File: config.mk
export PLATFORM = sky130hd
export DESIGN_NAME = branch_resolve_queue_flat
export DESIGN_NICKNAME = d
export VERILOG_FILES = /design/src/rtl/branch_resolve_queue_if.sv /design/src/rtl/branch_resolve_queue.sv /design/src/flat_wrapper.sv
export SDC_FILE = /design/constraint.sdc
export NUM_CORES = 1
export LEC_CHECK = 0
export ABC_AREA = 0
export CORE_MARGIN = 1.5
export CORE_UTILIZATION = 31
export CTS_BUF_LIST = sky130_fd_sc_hd__clkbuf_16
export DETAILED_ROUTE_END_ITERATION = 8
export GPL_TIMING_DRIVEN = 0
export SETUP_SLACK_MARGIN = 0.4
export SKIP_LAST_GASP = 1
export SYNTH_ARGS = -nofsm -noshare
export SYNTH_HDL_FRONTEND = slang
export SYNTH_SLANG_ARGS = --single-unit
File: constraint.sdc
create_clock -name clk -period 3.85 [get_ports clk]
set_input_delay 0.9625 -clock clk [delete_from_list [all_inputs] [get_ports clk]]
set_output_delay 0.9625 -clock clk [all_outputs]
set_load 0.03 [all_outputs]
File: src/rtl/branch_resolve_queue_if.sv
// Branch resolve queue bus: fetch-side allocation, execute-side resolution,
// and the flush/redirect/predictor-update results.
//   master : fetch/execute side (drives alloc_* and res_*)
//   slave  : the queue itself (drives alloc_ready, flush, redirect_pc,
//            upd_*, count, mispredict_cnt)
interface branch_resolve_queue_if;
    logic       alloc_valid;
    logic [9:0] alloc_pc;
    logic [9:0] alloc_target;
    logic       alloc_pred;
    logic       alloc_ready;
    logic       res_valid;
    logic       res_taken;
    logic       flush;
    logic [9:0] redirect_pc;
    logic       upd_we;
    logic [9:0] upd_pc;
    logic       upd_taken;
    logic [3:0] count;
    logic [7:0] mispredict_cnt;

    modport master (
        output alloc_valid, alloc_pc, alloc_target, alloc_pred,
        output res_valid, res_taken,
        input  alloc_ready, flush, redirect_pc, upd_we, upd_pc, upd_taken,
        input  count, mispredict_cnt
    );

    modport slave (
        input  alloc_valid, alloc_pc, alloc_target, alloc_pred,
        input  res_valid, res_taken,
        output alloc_ready, flush, redirect_pc, upd_we, upd_pc, upd_taken,
        output count, mispredict_cnt
    );
endinterface

File: src/rtl/branch_resolve_queue.sv
// Branch resolve queue: holds in-flight predicted branches in issue order,
// resolves the oldest against the actual outcome, writes the outcome back to
// the predictor and raises a one-cycle flush with the corrected pc on a
// mispredict (discarding all younger branches).
// Ports:
//   clk   - clock, rising edge
//   rst   - asynchronous reset, active low
//   bus   - branch_resolve_queue_if.slave (alloc/resolve in, flush/update out)
module branch_resolve_queue #(
    parameter int unsigned DEPTH = 4
) (
    input  logic                    clk,
    input  logic                    rst,
    branch_resolve_queue_if.slave   bus
);
    localparam int unsigned AW = (DEPTH > 1) ? $clog2(DEPTH) : 1;
    localparam int unsigned PCW = 10;

    typedef struct packed {
        logic [PCW-1:0] pc;
        logic [PCW-1:0] target;
        logic           pred;
    } entry_t;

    typedef enum logic {
        RUN    = 1'b0,
        SQUASH = 1'b1
    } state_t;

    state_t         state;
    entry_t         mem [DEPTH];
    logic [AW-1:0]  head;
    logic [AW-1:0]  tail;
    logic [3:0]     count;
    logic           flush;
    logic [PCW-1:0] redirect_pc;
    logic           upd_we;
    logic [PCW-1:0] upd_pc;
    logic           upd_taken;
    logic [7:0]     mispredict_cnt;

    logic           ready;
    logic           alloc_fire;
    logic           res_fire;
    logic           mispredict;
    entry_t         head_entry;
    entry_t         new_entry;

    // Readiness uses only the registered count: a same-cycle pop never frees a slot.
    assign ready      = (state == RUN) && (count < 4'(DEPTH));
    assign alloc_fire = bus.alloc_valid && ready;
    assign res_fire   = bus.res_valid && (state == RUN) && (count != 4'd0);
    assign head_entry = mem[head];
    assign mispredict = res_fire && (bus.res_taken != head_entry.pred);
    assign new_entry  = '{pc: bus.alloc_pc, target: bus.alloc_target, pred: bus.alloc_pred};

    // Entry storage; a dropped allocation may write a slot but never advances tail.
    always_ff @(posedge clk) begin
        if (alloc_fire) begin
            mem[tail] <= new_entry;
        end
    end

    // Pointers, occupancy, FSM and registered result pulses.
    always_ff @(posedge clk or negedge rst) begin
        if (!rst) begin
            state          <= RUN;
            head           <= '0;
            tail           <= '0;
            count          <= '0;
            flush          <= 1'b0;
            redirect_pc    <= '0;
            upd_we         <= 1'b0;
            upd_pc         <= '0;
            upd_taken      <= 1'b0;
            mispredict_cnt <= '0;
        end else begin
            flush  <= 1'b0;
            upd_we <= 1'b0;

            if (res_fire) begin
                upd_we    <= 1'b1;
                upd_pc    <= head_entry.pc;
                upd_taken <= bus.res_taken;
            end

            case (state)
                RUN: begin
                    if (mispredict) begin
                        // Discard everything, including any same-cycle allocation.
                        flush       <= 1'b1;
                        redirect_pc <= bus.res_taken ? head_entry.target
                                                     : PCW'(head_entry.pc + PCW'(1));
                        if (mispredict_cnt != 8'hFF) begin
                            mispredict_cnt <= mispredict_cnt + 8'd1;
                        end
                        head  <= tail;
                        count <= '0;
                        state <= SQUASH;
                    end else begin
                        if (alloc_fire) begin
                            tail <= tail + AW'(1);
                        end
                        if (res_fire) begin
                            head <= head + AW'(1);
                        end
                        count <= count + 4'(alloc_fire) - 4'(res_fire);
                    end
                end
                SQUASH: begin
                    state <= RUN;
                end
                default: begin
                    state <= RUN;
                end
            endcase
        end
    end

    assign bus.alloc_ready    = ready;
    assign bus.flush          = flush;
    assign bus.redirect_pc    = redirect_pc;
    assign bus.upd_we         = upd_we;
    assign bus.upd_pc         = upd_pc;
    assign bus.upd_taken      = upd_taken;
    assign bus.count          = count;
    assign bus.mispredict_cnt = mispredict_cnt;
endmodule

File: src/flat_wrapper.sv
// flat-port wrapper written by rule: the top's interface ports become plain ports
module branch_resolve_queue_flat 
#(
    parameter int unsigned DEPTH = 4
)
  (clk, rst, bus_alloc_valid, bus_alloc_pc, bus_alloc_target, bus_alloc_pred, bus_res_valid, bus_res_taken, bus_alloc_ready, bus_flush, bus_redirect_pc, bus_upd_we, bus_upd_pc, bus_upd_taken, bus_count, bus_mispredict_cnt);
  branch_resolve_queue_if bus_i ();
  input  logic clk;
  input  logic rst;
  input wire logic [$bits(bus_i.alloc_valid)-1:0] bus_alloc_valid;
  input wire logic [$bits(bus_i.alloc_pc)-1:0] bus_alloc_pc;
  input wire logic [$bits(bus_i.alloc_target)-1:0] bus_alloc_target;
  input wire logic [$bits(bus_i.alloc_pred)-1:0] bus_alloc_pred;
  input wire logic [$bits(bus_i.res_valid)-1:0] bus_res_valid;
  input wire logic [$bits(bus_i.res_taken)-1:0] bus_res_taken;
  output wire logic [$bits(bus_i.alloc_ready)-1:0] bus_alloc_ready;
  output wire logic [$bits(bus_i.flush)-1:0] bus_flush;
  output wire logic [$bits(bus_i.redirect_pc)-1:0] bus_redirect_pc;
  output wire logic [$bits(bus_i.upd_we)-1:0] bus_upd_we;
  output wire logic [$bits(bus_i.upd_pc)-1:0] bus_upd_pc;
  output wire logic [$bits(bus_i.upd_taken)-1:0] bus_upd_taken;
  output wire logic [$bits(bus_i.count)-1:0] bus_count;
  output wire logic [$bits(bus_i.mispredict_cnt)-1:0] bus_mispredict_cnt;
  assign bus_i.alloc_valid = bus_alloc_valid;
  assign bus_i.alloc_pc = bus_alloc_pc;
  assign bus_i.alloc_target = bus_alloc_target;
  assign bus_i.alloc_pred = bus_alloc_pred;
  assign bus_i.res_valid = bus_res_valid;
  assign bus_i.res_taken = bus_res_taken;
  assign bus_alloc_ready = bus_i.alloc_ready;
  assign bus_flush = bus_i.flush;
  assign bus_redirect_pc = bus_i.redirect_pc;
  assign bus_upd_we = bus_i.upd_we;
  assign bus_upd_pc = bus_i.upd_pc;
  assign bus_upd_taken = bus_i.upd_taken;
  assign bus_count = bus_i.count;
  assign bus_mispredict_cnt = bus_i.mispredict_cnt;
  branch_resolve_queue #(.DEPTH(DEPTH)) u_core (.clk(clk), .rst(rst), .bus(bus_i));
endmodule
After elaboration in Yosys (flattened, before gate mapping) --
Memories as Yosys holds them, arrays and structs flattened. Cells that the tools add are included.
Operators by class: add/sub/neg operators 6, magnitude comparators 1, eq/ne operators 2, mux-type cells 10, bitwise logic cells 2, reductions and logical operators 11
Operator list (count):
- $add 10x1->10 const B | 1
- $mux 10 | 1
- $add 8x1->8 const B | 1
- $ne 8x8->1 const B | 1
- $reduce_and 3->1 | 2
- $logic_and 1x1->1 | 5
- $mux 1 | 5
- $add 2x1->2 const B | 2
- $add 4x1->4 | 1
- $lt 4x3->1 const B | 1
- $mux 2 | 2
- $mux 4 | 1
- $reduce_and 2->1 | 2
- $reduce_bool 4->1 | 1
- $sub 4x1->4 | 1
- $not 1->1 | 2
- $pmux 1 s2 | 1
- $reduce_bool 2->1 | 1
- $ne 1x1->1 | 1
Word-level totals: flip-flop bits (word level) 40, memory bits (writable) 84, input port bits 26, output and inout port bits 36, word-level logic and storage cells 43, memories 1
Memory list:
- u_core.mem | depth 4, bits a word 21, rd ports 1, clocked after memory_dff 0, wr ports 1, line branch_resolve_queue.sv:31 | entry_t mem [DEPTH];

Logic depth before layout (Yosys ltp) --
depth in word-level cells 6, mapped depth 13, mapped depth without buffers 11

Least setup slack after synthesis --
No wires, ideal clock.
kind input to register, start in bus_res_valid, end reg u_core.count[2], in the netlist u_core.bus.count[2], setup time 96 ps, data arrival time 2982 ps, data required time 3754 ps, setup slack 772 ps, cell stages on the path 11, path buffers 2, cell sequence nand2b_1 a21o_1 clkbuf_1 inv_1 buf_1 ha_1 inv_1 ha_1 fa_1 xnor2_1 o31ai_1
Between the ends: word-level cells in the longest chain between the ends 4, elaborated cells on any way between the ends 5, classes of those cells 1 x add/sub; 1 x mux; 3 x reduce/logical
RTL lines:
- from (decl) | line flat_wrapper.sv:14 | input wire logic [$bits(bus_i.res_valid)-1:0] bus_res_valid;
- $logic_and 1x1->1 (*) (2 in series) | line branch_resolve_queue.sv:52 | assign res_fire = bus.res_valid && (state == RUN) && (count != 4'd0);
- named net u_core.res_fire | line branch_resolve_queue.sv:44 | logic res_fire;
- $sub 4x1->4 / $logic_and 1x1->1 (equally long branches) | line branch_resolve_queue.sv:107, branch_resolve_queue.sv:54
- $mux 4 (*) | line branch_resolve_queue.sv:89 | if (mispredict) begin
- to (signal assigned) | line branch_resolve_queue.sv:107 | count <= count + 4'(alloc_fire) - 4'(res_fire);
- to (decl) | line branch_resolve_queue.sv:34 | logic [3:0] count;
The timed path passes the listed nets; every way through them passes the cells marked *. A chain may end at the register's enable or synchronous reset.

==> impl_metrics.toml <==
[detailed_routing]
drc = 0
ant_nets = 0
drtIter0Drc = 121
wl_per_cell_um = 16.7
vias = 2982
wirelength_mm = 10.6
drt_pre_antenna_iters = 4
via_per_inst = 4.67

[timing]
rsz0062_at_grt = "no"
maxSlewViolCount = 0
min_period_ps = 3190
hold_viol = 0
finalCritPeriodShare_pct = 82.8
slew_headroom_pct = 16.8
worst_pin_slew_ps = 1250
setup_viol = 0
fmax_mhz = 314
whs_ps = 474
finClkSkew_ps = 8.27

[synthesis]
synth_cells = 331
synth-adder-area-share_pct = 3.07
synth_most_common_cell = "edfxtp_1"
syn_nets = 369
ys_ff_latch = 123
synth_top_family_by_area = "multiplexers"
ys.flop_type = "edfxtp_1"
synthTopCellsByArea = "edfxtp_1, dfrtp_1, mux4_2, nand2_1, ha_1"
synth_area_leader_cell = "edfxtp_1"
synth_xor_area_share_pct = 3.60
yosys.area_share.simple_pct = 8.57
netlist-cell-type-count = 44
yosys-top-cells-count = "edfxtp_1, nand2_1, dfrtp_1, mux4_2, xnor2_1"
synth_mux_area_share_pct = 10.2
synthArstFlopShare_pct = 31.7
synth_warnings = 0
synth_top_area_share_pct = 49.1
syn_area_sq_um = 5140
synth-edff-count = 84
synth-compound-area-share_pct = 4.11
avgSynthCellArea_sq_um = 15.5
seq_area_frac_synth_pct = 68.0

[floorplan]
dieArea_sq_um = 17400
core-area_sq_um = 16100
fp.dieW_um = 132
die_h_um = 132
ios = 62
initial_core_util_pct = 32.0
core.rowCount = 46

[clock_network]
post_cts_resized = 2
insertion_delay_ps = 420
cts_tree = "yes"
h-tree-depth = 4
path_clk_slew_ps = 50
postCtsSetupRepairBufs = 0
cts_buffer_depth = 2
hold_buffers = 0
clock-sinks = 123
root_buffer = "clkbuf_16"
cts_buffers = 17

[critical_path]
timing_worst_setup_path_type = "reg2out"
crit_required_ps = 2890
reg2reg_depth = 12
r2r_slack_ps = 1070
path_delay_family = "buffers and inverters"
critical_path_depth = 3
crit_path_end = "bus_alloc_ready"
cp_max_fo = 10
worst-path-buf-inv = 2
reg2reg_to = "u_core.bus.count[2]$_DFFE_PN0N_"
cp-end-kind = "output pin"
crit_chain = "clkbuf_1, nor2b_1, clkdlybuf4s50_1"
max_stage_delay_ps = 760
slowest_stage = "clkdlybuf4s50_1"
r2r-start = "u_core.bus.count[2]$_DFFE_PN0N_"
crit_path_start = "u_core.bus.flush$_DFF_PN0_"
crit_arrival_ps = 2220
start_kind = "flop"

[hold_path]
min_path_type = "reg2reg"

[global_routing]
gr-total-overflow = 0
grt_max_degree = 40
grt_pass1_vias = 3155
grt_antenna_before_repair = 0
grt_usage_pct = 13.2
grt_pass1_wl_mm = 16.8

[placed_design]
io_buffers = 60
gp_congestion = 0.781
dp_hpwl_mm = 7.02

[cells_and_area]
n_antenna_cell = 0
layout-drive-gt1-share_pct = 14.7
synthToLayoutAreaGrowth_pct = 28.7
nets = 448

[pwr]
p_int_uw = 3690
p_total_uw = 5640
switchingPower_uw = 1950
sw_frac_of_total_pct = 34.6
seqPwrFrac_pct = 33.8
leakage_uw = 0.00247
powerDensity_nw_per_um2 = 852
ir_drop_v = 0.000385
comb_power_share_pct = 37.3
p_clk_share_pct = 28.9

[status]
status = "finished clean"

[run]
maxCapViolCount = 0
## per-layer routing
metal  vias up  track usage, %  wire length, um
met5         -               0                0
met3        25            4.42              509
li1       1397               -                -
met2        74            21.0             5150
met4         0            6.73              342
met1      1486            16.1             4640
## flip-flops by register name, summed over array words and instances, names as in the netlist
| register | cells |
|---|---|
| u_core.bus.redirect_pc | 10 |
| u_core.bus.upd_taken | 1 |
| u_core.mem | 84 |
| u_core.head | 2 |
| u_core.bus.upd_we | 1 |
| u_core.bus.count | 4 |
| u_core.bus.upd_pc | 10 |
| u_core.tail | 2 |
| u_core.bus.mispredict_cnt | 8 |
| u_core.bus.flush | 1 |
## worst register-to-register path, stage by stage, from the launching register on
cell and delay (ps):
dfrtp_1 390, inv_1 90, ha_1 160, a21o_1 180, clkbuf_2 270, inv_1 140, buf_2 230, ha_1 300
inv_1 40, ha_1 210, fa_1 380, xnor2_1 140, o31ai_1 170
## worst min-delay path by stage
stage          cells past startpoint                             start                                to
6_report                           2  u_core.bus.upd_pc[4]$_DFFE_PN0P_  u_core.bus.upd_pc[4]$_DFFE_PN0P_
5_1_grt                            2  u_core.bus.upd_taken$_DFFE_PN0P_  u_core.bus.upd_taken$_DFFE_PN0P_
4_1_cts                            2  u_core.bus.upd_pc[4]$_DFFE_PN0P_  u_core.bus.upd_pc[4]$_DFFE_PN0P_
3_5_place_dp                       2  u_core.bus.upd_pc[4]$_DFFE_PN0P_  u_core.bus.upd_pc[4]$_DFFE_PN0P_
3_3_place_gp                       2  u_core.bus.upd_pc[4]$_DFFE_PN0P_  u_core.bus.upd_pc[4]$_DFFE_PN0P_
2_1_floorplan                      1        u_core.tail[0]$_DFFE_PN0P_        u_core.tail[0]$_DFFE_PN0P_
## per-stage QoR
| stage | utilization, % | cells | worst slack [ps] | TNS [ps] | cell area, sq um |
|---|---|---|---|---|---|
| after floorplan | - | 331 | 772 | 0 | 5140 |
| after global placement | 37.4 | 607 | -87.4 | -137 | 6010 |
| after detailed placement | 37.4 | 607 | -128 | -313 | 6010 |
| after CTS | 41.2 | 639 | 664 | 0 | 6620 |
| after global routing | 41.2 | 639 | 463 | 0 | 6620 |
| final | 41.2 | 639 | 663 | 0 | 6620 |
## cell type report
class / count / area (sq um)
well taps: 216 / 270
fillers: 1478 / 9440
flip-flops and latches: 123 / 3500
clock inverters: 15 / 181
multi-input cells: 183 / 1520
plain buffers: 14 / 85.1
clock buffers: 17 / 425
repair buffers: 60 / 596
inverters: 11 / 41.3
## cells by family after synthesis
| kind of cell | Yosys count |
|---|---|
| xor+xnor | 19 |
| simple gates | 98 |
| mux | 24 |
| fa+ha+maj | 12 |
| compound gates | 30 |
| buf+inv | 25 |
| flops | 123 |
## cells in the final DEF, fill, tap and decap left out, drive strengths merged, types with 2 or more instances in the layout
master | synthesis | layout
clkinvlp | 0 | 2
ha | 11 | 11
nand2 | 57 | 57
buf | 10 | 11
and3 | 6 | 6
nor2 | 10 | 10
inv | 11 | 14
bufinv | 0 | 4
nor3 | 4 | 4
nand2b | 2 | 2
nor2b | 2 | 2
xnor2 | 14 | 14
a21o | 2 | 2
nand3 | 7 | 7
and2 | 2 | 2
o21ai | 12 | 12
a21oi | 4 | 4
xor2 | 5 | 5
clkinv | 0 | 6
mux4 | 21 | 21
o31ai | 3 | 3
clkdlybuf4s50 | 0 | 59
o211ai | 4 | 4
nand4 | 5 | 5
edfxtp | 84 | 84
clkbuf | 4 | 21
dfrtp | 39 | 39
mux2 | 2 | 2
## power groups by stage
stage	sequential (uW)	clock (uW)	combinational, uW
5_1_grt	1940	1720	2290
2_1_floorplan	2200	0	1110
4_1_cts	1910	1660	2140
6_report	1910	1630	2100
3_5_place_dp	1930	0	2120
3_3_place_gp	1930	0	2080
No activity file was read; power rests on OpenSTA's default activity.
